File: src/rtl/sysarr_pkg.sv
// Shared defaults, FSM state type and small helpers for the systolic-array sequencer.
package sysarr_pkg;

  localparam int DEF_ARRAY_N = 32;
  localparam int DEF_VEC_AW  = 10;
  localparam int DEF_W_AW    = 5;

  typedef enum logic [2:0] {
    IDLE,
    WLOAD,
    STREAM,
    DRAIN,
    DONE
  } state_e;

  function automatic int drain_cycles(input int n);
    return 2 * n;
  endfunction

  function automatic int max_int(input int a, input int b);
    return (a > b) ? a : b;
  endfunction

  localparam int DRAIN_CYC = drain_cycles(DEF_ARRAY_N);

endpackage

File: src/rtl/sysarr_ctrl_skew_line.sv
// 1-bit shift register exposing every tap; tap k is the input delayed k+1 cycles.
module skew_line #(
  parameter int DEPTH = 8
) (
  input  logic             clk_i,
  input  logic             clr_i,
  input  logic             d_i,
  output logic [DEPTH-1:0] taps_o
);

  logic [DEPTH-1:0] sr_q;

  always_ff @(posedge clk_i) begin
    if (clr_i) begin
      sr_q <= '0;
    end else begin
      sr_q <= {sr_q[DEPTH-2:0], d_i};
    end
  end

  assign taps_o = sr_q;

endmodule

File: src/rtl/sysarr_ctrl.sv
// Weight-stationary systolic-array sequencer: weight load, skewed vector streaming, drain.
// Optional busy-cycle counter enabled by defining SYSARR_CTRL_PERF_EN.
module sysarr_ctrl
  import sysarr_pkg::*;
#(
  parameter int ARRAY_N = DEF_ARRAY_N,
  parameter int VEC_AW  = DEF_VEC_AW,
  parameter int W_AW    = DEF_W_AW
) (
  input  logic               clk_i,
  input  logic               rst_i,
  input  logic               start_i,
  input  logic [VEC_AW:0]    num_vec_i,
  output logic               busy_o,
  output logic               done_o,
  output logic               w_rd_en_o,
  output logic [W_AW-1:0]    w_rd_addr_o,
  output logic [ARRAY_N-1:0] we_rl_o,
  output logic               x_rd_en_o,
  output logic [VEC_AW-1:0]  x_rd_addr_o,
  output logic [ARRAY_N-1:0] col_vld_o,
  output logic [ARRAY_N-1:0] row_out_vld_o,
  output logic [31:0]        perf_cycles_o
);

  localparam int DRAIN_LEN = drain_cycles(ARRAY_N);
  localparam int CNT_W     = max_int(VEC_AW + 1, max_int($clog2(DRAIN_LEN) + 1, W_AW + 1));

  localparam logic [VEC_AW:0]  MAX_VEC    = {1'b1, {VEC_AW{1'b0}}};
  localparam logic [CNT_W-1:0] WLOAD_LAST = CNT_W'(ARRAY_N);
  localparam logic [CNT_W-1:0] DRAIN_LAST = CNT_W'(DRAIN_LEN - 1);

  state_e               state_q, state_d;
  logic [CNT_W-1:0]     cnt_q, cnt_d;
  logic [VEC_AW:0]      nv_q, nv_d;
  logic [ARRAY_N-1:0]   we_rl_q, we_rl_d;
  logic [CNT_W-1:0]     nv_last;
  logic [2*ARRAY_N-1:0] taps;

  always_ff @(posedge clk_i) begin
    if (rst_i) begin
      state_q <= IDLE;
      cnt_q   <= '0;
      nv_q    <= '0;
      we_rl_q <= '0;
    end else begin
      state_q <= state_d;
      cnt_q   <= cnt_d;
      nv_q    <= nv_d;
      we_rl_q <= we_rl_d;
    end
  end

  assign nv_last = CNT_W'(nv_q) - CNT_W'(1);

  // WLOAD runs one extra cycle so the last row's reload pulse lands before any DIN.
  always_comb begin
    state_d   = state_q;
    cnt_d     = cnt_q + CNT_W'(1);
    nv_d      = nv_q;
    w_rd_en_o = 1'b0;
    x_rd_en_o = 1'b0;
    done_o    = 1'b0;
    we_rl_d   = '0;
    case (state_q)
      IDLE: begin
        cnt_d = '0;
        if (start_i) begin
          state_d = WLOAD;
          nv_d    = (num_vec_i > MAX_VEC) ? MAX_VEC : num_vec_i;
        end
      end
      WLOAD: begin
        w_rd_en_o = (cnt_q != WLOAD_LAST);
        if (cnt_q == WLOAD_LAST) begin
          cnt_d   = '0;
          state_d = (nv_q != '0) ? STREAM : DONE;
        end
      end
      STREAM: begin
        x_rd_en_o = 1'b1;
        if (cnt_q == nv_last) begin
          cnt_d   = '0;
          state_d = DRAIN;
        end
      end
      DRAIN: begin
        if (cnt_q == DRAIN_LAST) begin
          cnt_d   = '0;
          state_d = DONE;
        end
      end
      DONE: begin
        done_o  = 1'b1;
        cnt_d   = '0;
        state_d = IDLE;
      end
      default: begin
        cnt_d   = '0;
        state_d = IDLE;
      end
    endcase
    for (int r = 0; r < ARRAY_N; r++) begin
      we_rl_d[r] = w_rd_en_o && (cnt_q == CNT_W'(r));
    end
  end

  assign busy_o      = (state_q != IDLE);
  assign we_rl_o     = we_rl_q;
  assign w_rd_addr_o = w_rd_en_o ? W_AW'(cnt_q) : '0;
  assign x_rd_addr_o = x_rd_en_o ? cnt_q[VEC_AW-1:0] : '0;

  skew_line #(
    .DEPTH(2 * ARRAY_N)
  ) u_skew (
    .clk_i (clk_i),
    .clr_i (rst_i),
    .d_i   (x_rd_en_o),
    .taps_o(taps)
  );

  assign col_vld_o     = taps[ARRAY_N-1:0];
  assign row_out_vld_o = taps[2*ARRAY_N-1:ARRAY_N];

`ifdef SYSARR_CTRL_PERF_EN
  logic [31:0] perf_q;

  always_ff @(posedge clk_i) begin
    if (rst_i) begin
      perf_q <= '0;
    end else if (state_q == IDLE && start_i) begin
      perf_q <= '0;
    end else if (busy_o && perf_q != '1) begin
      perf_q <= perf_q + 32'd1;
    end
  end

  assign perf_cycles_o = perf_q;
`else
  assign perf_cycles_o = '0;
`endif

endmodule

File: config.mk
export PLATFORM = sky130hd
export DESIGN_NAME = sysarr_ctrl
export DESIGN_NICKNAME = d
export VERILOG_FILES = /design/src/rtl/sysarr_pkg.sv /design/src/rtl/sysarr_ctrl_skew_line.sv /design/src/rtl/sysarr_ctrl.sv
export SDC_FILE = /design/constraint.sdc
export NUM_CORES = 1
export LEC_CHECK = 0
export CAP_MARGIN = 20
export CORE_ASPECT_RATIO = 2
export CORE_MARGIN = 1
export CORE_UTILIZATION = 45
export DETAILED_ROUTE_END_ITERATION = 12
export PLACE_DENSITY_LB_ADDON = 0.05
export SLEW_MARGIN = 40
export SYNTH_ARGS = -nofsm -noshare
export SYNTH_HDL_FRONTEND = slang
export SYNTH_SLANG_ARGS = --single-unit
File: constraint.sdc
create_clock -name clk_i -period 3.34 [get_ports clk_i]
set_input_delay 0.501 -clock clk_i [delete_from_list [all_inputs] [get_ports clk_i]]
set_output_delay 0.501 -clock clk_i [all_outputs]
set_load 0.02 [all_outputs]
Word level (Yosys, flattened, before mapping)
Index checks and enable logic that the tools add are counted.

$add $sub $neg: 2. Order comparisons: 1. Equal/unequal tests: 43. Mux-type cells: 16. Reduce and logical (&&, ||, !) cells: 38.

Operator list (count): $eq A11 B5 Y1 const B (16); $eq A11 B4 Y1 const B (8); $eq A11 B3 Y1 const B (4); $mux W11 (4); $pmux W11 S3 (1); $logic_and A1 B1 Y1 (32); $eq A11 B2 Y1 const B (2); $eq A11 B6 Y1 const B (2); $mux W3 (5); $pmux W3 S4 (1); $add A11 B1 Y11 const B (1); $eq A11 B1 Y1 const B (1); $eq A11 B11 Y1 (1); $gt A11 B11 Y1 const B (1); $logic_not A11 Y1 (1); $ne A11 B6 Y1 const B (1); $reduce_bool A11 Y1 (1); $sub A11 B1 Y11 const B (1); $mux W10 (1); $ne A2 B2 Y1 const B (4); $eq A3 B2 Y1 const B (2); $mux W5 (1); $reduce_and A4 Y1 (1); $eq A3 B1 Y1 const B (1); other kinds (5) (7).

Bits in registers: 121. Input bits: 14.

Depth between registers and ports, before layout
Gate-level depths: netlist (run 1).

Depth in word-level cells: 4. Mapped depth: 10.

Modules after synthesis
Synthesis (run 1) repeated with hierarchy kept, for this count alone.

Cell total of the unflattened synthesis: 467. Area total of the unflattened synthesis: 4882.2 sq um.

By module, submodules not included: sysarr_ctrl (times used 1, cells each 332, area each 2964.1 sq um); skew_line (times used 1, cells each 135, area each 1918.1 sq um).

Least setup slack after synthesis (run 1)
No wires, ideal clock.

Path type: register -> register. Start point: reg nv_q[0]. End point: reg cnt_q[5]. Arrival time: 2267 ps. Slack: 936 ps. Stages on the path, launching flop included: 11. Path buffers: 2. Cells stage by stage: dfxtp_1 -> inv_1 -> ha_1 -> buf_4 -> o21ba_1 -> a221oi_1 -> a41oi_1 -> or4_4 -> nor4_4 -> buf_6 -> nor4_2.

Cells in the longest elaborated chain, start to end: 4.

Ends and longest elaborated chain: start, declared (RTL line sysarr_ctrl.sv:35) `logic [VEC_AW:0] nv_q, nv_d;`; start signal, assigned (RTL line sysarr_ctrl.sv:49) `nv_q <= nv_d;`; $sub A11 B1 Y11 (RTL line sysarr_ctrl.sv:54) `assign nv_last = CNT_W'(nv_q) - CNT_W'(1);`; $eq A11 B11 Y1 (RTL line sysarr_ctrl.sv:82) `if (cnt_q == nv_last) begin`; $mux W11 (RTL line sysarr_ctrl.sv:82); $pmux W11 S3 (RTL line sysarr_ctrl.sv:65) `case (state_q)`; end signal, assigned (RTL line sysarr_ctrl.sv:48) `cnt_q <= cnt_d;`; end, declared (RTL line sysarr_ctrl.sv:34) `logic [CNT_W-1:0] cnt_q, cnt_d;`.

Every way passes these cells. A chain may end at the register's enable or synchronous reset.

Final worst setup path (run 1)
Start point: reg cnt_q[0]. End point: out w_rd_addr_o[0].

Cells in the longest elaborated chain, start to end: 3.

Ends and longest elaborated chain: $ne A11 B6 Y1 (RTL line sysarr_ctrl.sv:74) `w_rd_en_o = (cnt_q != WLOAD_LAST);`; $mux W1 (RTL line sysarr_ctrl.sv:65); $mux W5 * (RTL line sysarr_ctrl.sv:110) `assign w_rd_addr_o = w_rd_en_o ? W_AW'(cnt_q) : '0;`; end, declared (RTL line sysarr_ctrl.sv:17) `output logic [W_AW-1:0] w_rd_addr_o,`.

Every way passes the cells marked *; elsewhere a longest branch is shown, timed or not.

==> impl_metrics.csv, run 1 <==
group,metric,value,unit
power_and_ir_drop,p_comb_share,12.4,%
power_and_ir_drop,p_sw,0.0009567,W
sta,setup-tns-final,0,ps
cells_and_area,drive_gt1_share,9.106,%
sta,period_share,92.63,%
power_and_ir_drop,p_leak,2.427,nW
floorplan,die-area,0.01070,sq mm
cells_and_area,nNetsFinal,600,
place,hpwl,8.293,mm
flow_run,cap_violations,0,
floorplan,start_util,46.10,%
synthesis,synth_ff_type,"dfxtp_1",
global_routing,grt_pass1_wl,17.53,mm
place,gp_congestion,0.8931,
clock_tree,cts_resized,0,
worst_setup_path,start_kind,"flip-flop",
sta,rsz0062_at_grt,"false",
synthesis,synthMuxAreaShare,0.5417,%
worst_setup_path,crit_type,"reg -> out",
worst_setup_path,crit_buf_inv,2,
sta,slew_violations,0,
clock_tree,clk_root_buffer_cell,"clkbuf_16",
worst_setup_path,crit_slowest_cell,"clkdlybuf4s50_1",
synthesis,synthXorXnorAreaFrac,3.982,%
drt,drt-vias-per-instance,4.740,
synthesis,synth-edff-count,0,
drt,first_pass_iters,5,
cells_and_area,regArea,0.002422,sq mm
worst_setup_path,critPathMaxStageDelay,600,ps
worst_setup_path,crit_family,"buffers and inverters",
cells_and_area,multi_input_area,0.001884,sq mm
power_and_ir_drop,switching_share,26.89,%
cells_and_area,fill_cells,899,
sta,hold-worst-slack,456.4,ps
floorplan,dieHeight,145.3,um
clock_tree,post-cts-setup-buffer-count,0,
global_routing,overflow,0,
worst_setup_path,cp.required,2840,ps
drt,drt_iter0_drc,89,
global_routing,antenna_found_initial,0,
drt,ant_nets,0,
synthesis,synthSimpleGateAreaFrac,27.84,%
synthesis,synth-seq-cells,121,
power_and_ir_drop,power.density,561.2,mW/mm^2
power_and_ir_drop,power_frac_seq,42.6,%
synthesis,synth_compound_area_share,4.469,%
floorplan,core.rowCount,52,
clock_tree,ctsHoldBuffers,0,
floorplan,die_w,73.64,um
sta,hold_viol,0,
power_and_ir_drop,internal-power,0.002601,W
sta,tightest_slew,807.5,ps
floorplan,pin_count,161,
power_and_ir_drop,ir_drop,0.0003813,V
sta,fin_crit,3094,ps
cells_and_area,area_delta_synth_final,37.24,%
clock_tree,path_clk_slew,50,ps
global_routing,grt_use_total,22.31,%
status,status,"completed",
clock_tree,cts_tree,"done",
drt,routed-via-count,3451,
drt,wirelength,11.05,mm
synthesis,ys_warn_count,0,
clock_tree,cts_sinks,121,
clock_tree,htreeDepth,4,
synthesis,synth_area,0.004619,sq mm
worst_setup_path,critPathArrivalTime,2590,ps
synthesis,synth-adder-area-share,1.354,%
clock_tree,insertion_delay,400,ps
worst_setup_path,crit_path_max_fanout,8,
sta,clock_skew,8.078,ps
drt,wl_per_cell,15.18,um
synthesis,syn_area_per_cell,10.13,sq um
cells_and_area,final_cell_mix,"127 x clkdlybuf4s50_1, 121 x dfxtp_1, 63 x nor2b_1",
drt,drc,0,
worst_setup_path,path_cells,"inv_1 -> ha_1 -> nand2_1 -> nor4_1 -> a21oi_1 -> and2_1 -> clkdlybuf4s50_1",
sta,setup_viol,0,
sta,slew_headroom,46.16,%
clock_tree,cts_inserted_buffers,17,
cells_and_area,n_antenna_cell,0,
min_path,min_path_type,"reg -> reg",
place,numPortBuffers,128,
worst_setup_path,critPathCaptureType,"primary output",
synthesis,syn_inst,456,
synthesis,synthArstFlopShare,0,%
sta,fmax,0.3232,GHz
power_and_ir_drop,clockPowerShare,44.9,%
global_routing,grt_pass1_vias,3457,
synthesis,synth.distinct_cells,47,
synthesis,ys_seq_area_share,52.44,%
global_routing,grt_max_degree,48,
synthesis,synth_top_family_by_area,"simple AND/OR/NAND/NOR gates",
cells_and_area,layout_commonest_cell,"clkdlybuf4s50_1",
clock_tree,ctsLongestPathBuffers,2,
floorplan,coreArea,0.01002,sq mm
-- sequential cells by signal, summed over array words and instances (netlist names) --
| register | cells |
|---|---|
| nv_q | 11 |
| cnt_q | 11 |
| u_skew.taps_o | 64 |
| state_q | 3 |
| we_rl_o | 32 |
-- synth_stat cells, drive strengths merged (2+ instances only) --
cell	count	share of area, %
nor3	7	0.76
xnor2	11	2.1
a21oi	12	1.4
clkbuf	15	1.4
xor2	10	1.9
nor3b	9	1.5
and2	28	3.8
nor2b	63	8.5
or3	3	0.41
nand2	13	1.1
nand3b	2	0.32
dfxtp	121	52
ha	5	1.4
a22oi	4	0.65
o21ai	2	0.22
and3	9	1.3
buf	40	7.0
inv	9	0.73
nor4	19	4.4
nand3	8	0.87
a31oi	2	0.60
nor2	45	3.7
nand4	3	0.41
-- cell families (layout without fill, tap and decap cells) --
group	count (synthesis)	count (layout)
multiplexers	2	2
other	1	32
buffers and inverters	65	171
XOR/XNOR	21	21
AO/OA/AOI/OAI	27	27
flip-flops	121	121
adder cells (fa/ha/maj)	5	5
AND/OR/NAND/NOR	214	214
-- cell type report --
| type | count | share of cell area [%] |
|---|---|---|
| clock buffer | 19 | 7.144 |
| clock inverter | 12 | 1.243 |
| inverter | 9 | 0.5329 |
| multi-input combinational | 301 | 29.72 |
| sequential | 121 | 38.21 |
| tap | 135 | 2.664 |
| timing repair buffer | 131 | 20.49 |
-- routing by layer --
layer	track usage, %	vias up	routed length [um]
li1	-	1675	-
met1	19.02	1637	3671
met2	41.74	118	6467
met3	7.222	21	487
met4	13.65	0	422
met5	0	-	0
-- power groups by stage --
stage                     clock network (W)  logic, W  registers [W]
after floorplan                           0  0.000353        0.00153
after global placement                    0  0.000431        0.00155
after detailed placement                  0  0.000438        0.00155
after CTS                           0.00163  0.000441        0.00152
after global routing                0.00171  0.000482        0.00152
final                               0.00160  0.000442        0.00152
-- worst reg2reg max path: cells and delay by family (launching register included) --
family	cells	cell delay (ps)
adders and majority gates	1	330
buffers and inverters	2	350
and+or+nand+nor	3	830
DFF	1	400
AOI/OAI and AO/OA	3	590
-- stage by stage --
stage / setup WS (ps) / instance area (sq um) / util, % / total power (W) / instances
3_5_place_dp: 689.1 / 5808 / 57.97 / 0.001983 / 697
4_1_cts: 248.5 / 6340 / 63.27 / 0.003589 / 728
3_3_place_gp: 710.7 / 5808 / 57.97 / 0.001976 / 697
5_1_grt: 98.61 / 6340 / 63.27 / 0.003712 / 728
2_1_floorplan: 936.3 / 4736 / - / 0.001886 / 487
6_report: 246.3 / 6340 / 63.27 / 0.003558 / 728
-- final timing paths --
check,start,endpoint,slack [ps],cells past startpoint
setup / recovery,cnt_q[0],w_rd_addr_o[0],250,7
hold / removal,u_skew.taps_o[38],u_skew.taps_o[39],460,1
hold reg to reg,u_skew.taps_o[38],u_skew.taps_o[39],460,1
setup reg to reg,nv_q[0],cnt_q[9],680,9
Power figures use the tool's default switching activity.
==> inputs of run 2 (changes only) <==
- CORE_UTILIZATION: 45 -> 35
==> impl_metrics.csv, run 2 (synthesis results as in run 1) <==
group,metric,value,unit
floorplan,core.rowCount,59,
sta,hold-worst-slack,452.7,ps
cells_and_area,nNetsFinal,602,
sta,hold_viol,0,
cells_and_area,final_cell_mix,"127 x clkdlybuf4s50_1, 121 x dfxtp_1, 63 x nor2b_1",
place,placedInstanceArea,0.005844,sq mm
min_path,whs_endpoint,"u_skew.taps_o[8]",
place,gp_congestion,0.8187,
power_and_ir_drop,ir_drop,0.0004207,V
worst_setup_path,critPathCaptureType,"primary output",
min_path,min-delay-start,"u_skew.taps_o[7]",
min_path,holdPathStages,1,
cells_and_area,area_delta_synth_final,39.73,%
floorplan,dieHeight,164.5,um
power_and_ir_drop,power.density,592.8,mW/mm^2
power_and_ir_drop,p_total,0.003827,W
min_path,min_path_type,"reg -> reg",
clock_tree,ctsHoldBuffers,0,
worst_setup_path,start_kind,"flip-flop",
clock_tree,clk_root_buffer_cell,"clkbuf_16",
worst_setup_path,crit_buf_inv,1,
clock_tree,htreeDepth,4,
worst_setup_path,path_cells,"or3_1 -> nor3_1 -> a21oi_1 -> and2_1 -> clkdlybuf4s50_1",
clock_tree,cts_inserted_buffers,17,
worst_setup_path,rr_worst_depth,9,
status,status,"completed",
floorplan,pin_count,161,
sta,slew_headroom,47.79,%
sta,slew_violations,0,
flow_run,cap_violations,0,
clock_tree,path_clk_slew,60,ps
drt,drt-vias-per-instance,4.574,
global_routing,antenna_found_initial,0,
clock_tree,post-cts-setup-buffer-count,0,
sta,clock_skew,7.850,ps
cells_and_area,drive_gt1_share,9.228,%
cells_and_area,fill_cells,1225,
drt,routed-via-count,3421,
drt,wirelength,11.17,mm
global_routing,grt_max_degree,64,
clock_tree,insertion_delay,410,ps
place,hpwl,8.333,mm
floorplan,die_w,83.24,um
floorplan,start_util,35.76,%
sta,tightest_slew,783.1,ps
worst_setup_path,critPathMaxStageDelay,530,ps
cells_and_area,largest_reg_flops,64,
worst_setup_path,crit_path_max_fanout,5,
worst_setup_path,worstReg2RegEnd,"cnt_q[2]",
global_routing,grt_use_total,16.72,%
sta,setup_viol,0,
power_and_ir_drop,p_leak,2.473,nW
sta,fin_crit,3096,ps
worst_setup_path,critPathArrivalTime,2590,ps
clock_tree,ctsLongestPathBuffers,2,
place,numPortBuffers,128,
drt,drc,0,
global_routing,grt_pass1_wl,17.50,mm
worst_setup_path,cp.required,2840,ps
global_routing,grt_pass1_vias,3406,
drt,drt_iter0_drc,95,
clock_tree,cts_sinks,121,
worst_setup_path,crit_slowest_cell,"clkdlybuf4s50_1",
worst_setup_path,r2r_start,"nv_q[0]",
cells_and_area,n_antenna_cell,0,
sta,fmax,0.3230,GHz
place,dp.cells,716,
worst_setup_path,crit_type,"reg -> out",
cells_and_area,layout_commonest_cell,"clkdlybuf4s50_1",
drt,first_pass_iters,4,
floorplan,coreArea,0.01292,sq mm
cells_and_area,fin_area,0.006455,sq mm
sta,rsz0062_at_grt,"false",
clock_tree,cts_resized,0,
cells_and_area,instances_no_fill,748,
floorplan,die-area,0.01369,sq mm
worst_setup_path,r2r_slack,690,ps
clock_tree,cts_tree,"done",
sta,period_share,92.68,%
worst_setup_path,crit_family,"simple AND/OR/NAND/NOR gates",
global_routing,overflow,0,
drt,ant_nets,0,
sta,setup-tns-final,0,ps
drt,wl_per_cell,14.93,um
run 2: cell types whose count changed in the layout (fill, tap and decap cells not counted):
cell        before  now
buf_4            3    5
bufinv_16        0    3
clkbuf_1         0    2
clkbuf_8         2    1
clkinv_2         6    1
clkinvlp_4       3    1
inv_6            0    4
run 2: worst max path at each step:
| stage | start | endpoint | slack, ps | cells after the start |
|---|---|---|---|---|
| after detailed placement | cnt_q[9] | w_rd_addr_o[0] | 640 | 5 |
| after global routing | cnt_q[0] | w_rd_addr_o[0] | 60 | 7 |
| after floorplan | nv_q[0] | cnt_q[5] | 940 | 10 |
| after global placement | cnt_q[0] | w_rd_addr_o[1] | 690 | 7 |
| after CTS | cnt_q[0] | w_rd_addr_o[1] | 210 | 7 |
| final | cnt_q[9] | w_rd_addr_o[1] | 240 | 5 |
run 2: through the flow:
stage,utilization (%),setup WS [ps]
CTS,49.97,209.1
finish,49.97,244.3
detailed placement,45.24,638.3
floorplan,-,936.3
global placement,45.24,689.0
global route,49.97,60.84
run 2: per-layer routing:
layer	GRT usage, %	vias to the layer above	share of wire (%)
met5	0	-	0
met4	8.777	0	3.1
met3	4.048	27	4.2
met2	32.23	124	57
met1	16.18	1589	36
li1	-	1681	-
run 2: worst register-to-register path, stage by stage (launching register included):
cell      delay, ps
dfxtp_1         420
inv_1            80
ha_1            320
o21ba_1         220
a221oi_1        290
a41oi_1          80
or4_4           530
nor4_4          220
buf_4           260
nor4_1           80
run 2: report_power, final:
group | leakage, nW | total, W | switching [W] | internal (W)
Combinational | 1.20 | 0.000437 | 0.000283 | 0.000155
Clock | 0.296 | 0.00188 | 0.000672 | 0.00120
Sequential | 0.976 | 0.00151 | 0.0000420 | 0.00147
run 2: layout make-up:
class	count	area (sq um)	share of cell area (%)
Clock inverter	12	163.9	2.539
Tap cell	152	190.2	2.946
Multi-Input combinational cell	301	1884	29.19
Sequential cell	121	2422	37.53
Inverter	9	33.78	0.5234
Timing Repair Buffer	133	1314	20.35
Clock buffer	20	446.7	6.920
==> inputs of run 3 (changes only) <==
- CORE_UTILIZATION: 35 -> 45
- clock period: 3.34 -> 2.9 ns (I/O delays scaled with it)
==> impl_metrics.csv, run 3 (synthesis results as in run 1) <==
group,metric,value,unit
place,dp.cells,703,
drt,drc,0,
status,status,"completed",
cells_and_area,final_cell_mix,"125 x clkdlybuf4s50_1, 120 x dfxtp_1, 63 x nor2b_1",
power_and_ir_drop,clockPowerShare,47.9,%
floorplan,pin_count,161,
global_routing,antenna_found_initial,0,
clock_tree,clk_root_buffer_cell,"clkbuf_16",
sta,setup-tns-final,0,ps
global_routing,overflow,0,
power_and_ir_drop,p_leak,2.540,nW
power_and_ir_drop,power_frac_seq,39.7,%
power_and_ir_drop,p_total,0.004393,W
sta,setup_viol,0,
global_routing,grt_max_degree,48,
sta,fmax,0.3680,GHz
drt,ant_nets,0,
place,gp_congestion,0.9446,
cells_and_area,layout_commonest_cell,"clkdlybuf4s50_1",
cells_and_area,largest_reg_flops,64,
cells_and_area,drive_gt1_share,10.82,%
floorplan,core.rowCount,52,
global_routing,grt_pass1_wl,17.47,mm
clock_tree,cts_sinks,121,
place,post-place-ws,251.8,ps
global_routing,grt_use_total,22.47,%
floorplan,coreArea,0.01002,sq mm
worst_setup_path,path_cells,"inv_1 -> ha_1 -> o21ba_1 -> a221oi_1 -> a41oi_1 -> or4_4 -> nor4_4 -> buf_4 -> nor4_2",
sta,clock_skew,5.415,ps
sta,fin_ws,182.7,ps
drt,first_pass_iters,4,
cells_and_area,area_delta_synth_final,40.49,%
drt,routed-via-count,3539,
worst_setup_path,cp.required,3160,ps
power_and_ir_drop,p_comb_share,12.4,%
cells_and_area,nNetsFinal,608,
global_routing,grt_pass1_vias,3424,
worst_setup_path,critPathArrivalTime,2980,ps
power_and_ir_drop,p_sw,0.001152,W
clock_tree,cts_inserted_buffers,17,
sta,rsz0062_at_grt,"false",
sta,slew_violations,0,
clock_tree,htreeDepth,4,
sta,period_share,93.70,%
place,hpwl,8.599,mm
clock_tree,insertion_delay,410,ps
floorplan,dieHeight,145.3,um
power_and_ir_drop,power.density,676.8,mW/mm^2
drt,wirelength,11.34,mm
worst_setup_path,crit_slowest_cell,"or4_4",
worst_setup_path,crit_path_max_fanout,11,
sta,slew_headroom,46.37,%
clock_tree,ctsLongestPathBuffers,2,
worst_setup_path,crit_type,"reg -> reg",
floorplan,die_w,73.64,um
flow_run,cap_violations,0,
drt,drt_iter0_drc,104,
floorplan,start_util,46.10,%
cells_and_area,instances_no_fill,736,
power_and_ir_drop,switching_share,26.24,%
place,numPortBuffers,128,
clock_tree,path_clk_slew,50,ps
sta,fin_crit,2717,ps
floorplan,die-area,0.01070,sq mm
min_path,min_path_type,"reg -> reg",
clock_tree,cts_tree,"done",
drt,drt-vias-per-instance,4.808,
power_and_ir_drop,internal-power,0.003240,W
worst_setup_path,critPathCaptureType,"flip-flop",
sta,tightest_slew,804.4,ps
worst_setup_path,start_kind,"flip-flop",
sta,hold_viol,0,
worst_setup_path,critPathMaxStageDelay,550,ps
drt,wl_per_cell,15.41,um
cells_and_area,n_antenna_cell,0,
power_and_ir_drop,ir_drop,0.0005955,V
run 3: critical path: cells and delay by family (launching register included):
family	cells	cell delay, ps
AND/OR/NAND/NOR	3	840
AO/OA/AOI/OAI	3	640
flip-flops	1	400
buffers and inverters	2	350
adder cells (fa/ha/maj)	1	330
run 3: layout make-up:
| type | count | area, sq um |
|---|---|---|
| fill | 875 | 3530 |
| multi-input combinational | 301 | 1902 |
| timing repair buffer | 139 | 1364 |
| sequential | 121 | 2424 |
| inverter | 9 | 33.78 |
| clock inverter | 14 | 172.7 |
| clock buffer | 17 | 425.4 |
| tap | 135 | 168.9 |
run 3: repair_timing:
item / CTS / global route
resized for setup: 4 / 2
endpoints found under the setup margin: 3 / 2
pin swaps: 1 / 1
hold buffers: 0 / 0
setup buffers: 1 / 1
run 3: per-stage QoR:
step           util [%]  hold slack [ps]  cell area, sq um
6_report          64.77            457.3              6490
5_1_grt           64.77            466.3              6490
4_1_cts           64.65            461.3              6477
3_5_place_dp      58.42            450.2              5853
3_3_place_gp      58.42            445.5              5853
2_1_floorplan         -            502.6              4736
run 3: power groups by stage:
stage,Sequential (W),Combinational [W],Clock (W)
3_3_place_gp,0.00177,0.000524,0
4_1_cts,0.00174,0.000542,0.00214
6_report,0.00174,0.000545,0.00210
2_1_floorplan,0.00177,0.000407,0
5_1_grt,0.00174,0.000582,0.00222
3_5_place_dp,0.00178,0.000532,0
run 3: worst paths after layout:
check                                 startpoint               end  slack, ps  depth (start not counted)
worst max-delay path                     nv_q[0]          cnt_q[4]        180                          9
worst min-delay path            u_skew.taps_o[0]  u_skew.taps_o[1]        460                          1
worst max register to register           nv_q[0]          cnt_q[4]        180                          9
worst min register to register  u_skew.taps_o[0]  u_skew.taps_o[1]        460                          1
run 3: metal layers:
metal / wire length [um] / global-route usage, %
met5: 0 / 0
met4: 525 / 13.08
met3: 573 / 7.083
met2: 6649 / 43.12
met1: 3595 / 18.54
==> edit, RTL diff (settings of run 2) <==
The option `SYSARR_CTRL_PERF_EN` is turned on by a define.
--- a/src/rtl/sysarr_ctrl.sv
+++ b/src/rtl/sysarr_ctrl.sv
@@ -1,5 +1,7 @@
 // Weight-stationary systolic-array sequencer: weight load, skewed vector streaming, drain.
 // Optional busy-cycle counter enabled by defining SYSARR_CTRL_PERF_EN.
+`define SYSARR_CTRL_PERF_EN
+
 module sysarr_ctrl
   import sysarr_pkg::*;
 #(
Behaviour: not the same (a bounded check fails within 4 cycles, from zero or initial values and one cycle with rst_i high).
==> edit against run 2 <==
- wire length rose by 38%
- sequential cell count up 32
- worst setup slack improved by 0.025 ns
- synthesized area grew 24%
- design area is 25% higher
- maximum frequency rose by 0.81%
- total power up 5.0%
- synthesized cell count rose by 30%
- combinational power decreased by 35%
- critical path type unchanged
==> edit: results (changes against run 2) <==
Place
  – Setup WS pre-CTS: 0.7254 ns (+0.08713 ns)
  – Dpl cell area: 7481 um^2 (+28%)
  – Hpwl dp: 11590 um (+39%)
  – Final GP Congestion: 0.8939 (+9.2%)
  – Placed Cells: 937 (+31%)
  – Port Buf Inserts: 160 (+25%)

Synth
  – Seq/Total Area, Yosys: 0.5366 (+0.01223)
  – Most common library cells after synthesis: dfxtp_1, nor2_1, nor2b_1
  – Synth unique cells: 52 (+11%)
  – Gate Count Post-Synth: 595 (+30%)

Power and ir drop
  – Seq pwr share: 0.465 (+0.070)
  – Internal Power: 3.021 mW (+6.7%)
  – Sequential power: 1.87 mW (+24%)
  – Worst vdd ir: 337.9 uV (-20%)
  – P_leak: 2.882 nW (+17%)

Global routing
  – Initial antenna violation count: 1 (+1)
  – GRT Overall Usage: 0.1945 (+0.02731)
  – Global-route wire length before repair: 25390 um (+45%)

Finish
  – Layout cells sized above 1: 0.06901 (-0.02327)
  – Non-Filler Instances: 970 (+30%)
  – Nets: 775 (+29%)
  – Reg area: 3063 um^2 (+26%)

Worst setup path
  – Crit path DAT: 2.57 ns (-0.02 ns)
  – Worst setup startpoint: state_q[0]
  – Crit-path max cell delay: 0.60 ns (+0.07 ns)
  – Worst R2R End: cnt_q[3]

Min path
  – Hold Path Origin: rst_i
  – Hold endpoint: nv_q[9]

Timing
  – Max Freq: 325.7 MHz (+0.81%)
  – Rel. slew slack: 0.4609 (-0.01699)
  – Clk_skew: 0.007038 ns (-0.0008121 ns)

Outcome
  – Outcome: completed

Route
  – Via count: 4736 (+38%)
  – Initial DRC count: 156 (+64%)
  – DR WL/cell: 15.89 um (+6.4%)
[edit: changes by cell type after synthesis, sizes merged, moves of 6 or more]
cell	change
nand3	+19
and2	-13
nor2	+31
dfxtp	+32
nor4	-6
xnor2	+11
o21ai	+10
xor2	+12
buf	-28
a22o	+7
nand2	+17
nand4	+10
[edit: per-layer routing]
metal,share of wire,track usage
met5,0,0
met3,0.042,0.04208
met1,0.35,0.1803
met4,0.033,0.1081
met2,0.57,0.3787
[edit: logic make-up (layout without fill, tap and decap cells)]
kind of cell,after synthesis,in the layout,synth area share
compound gates,51,51,0.05940
simple gates,301,301,0.2891
mux,1,1,0.001754
flops,153,153,0.5366
xor+xnor,44,44,0.06751
other cells,0,1,0
buf+inv,39,212,0.03244
fa+ha+maj,6,6,0.01315
[edit: final cells by class]
type	instances	area share
flip-flops and latches	153	0.3798
multi-input cells	403	0.3064
repair buffers	168	0.2054
clock buffers	18	0.05445
well taps	201	0.03118
clock inverters	14	0.01691
inverters	12	0.005585
diodes	1	0.0003103
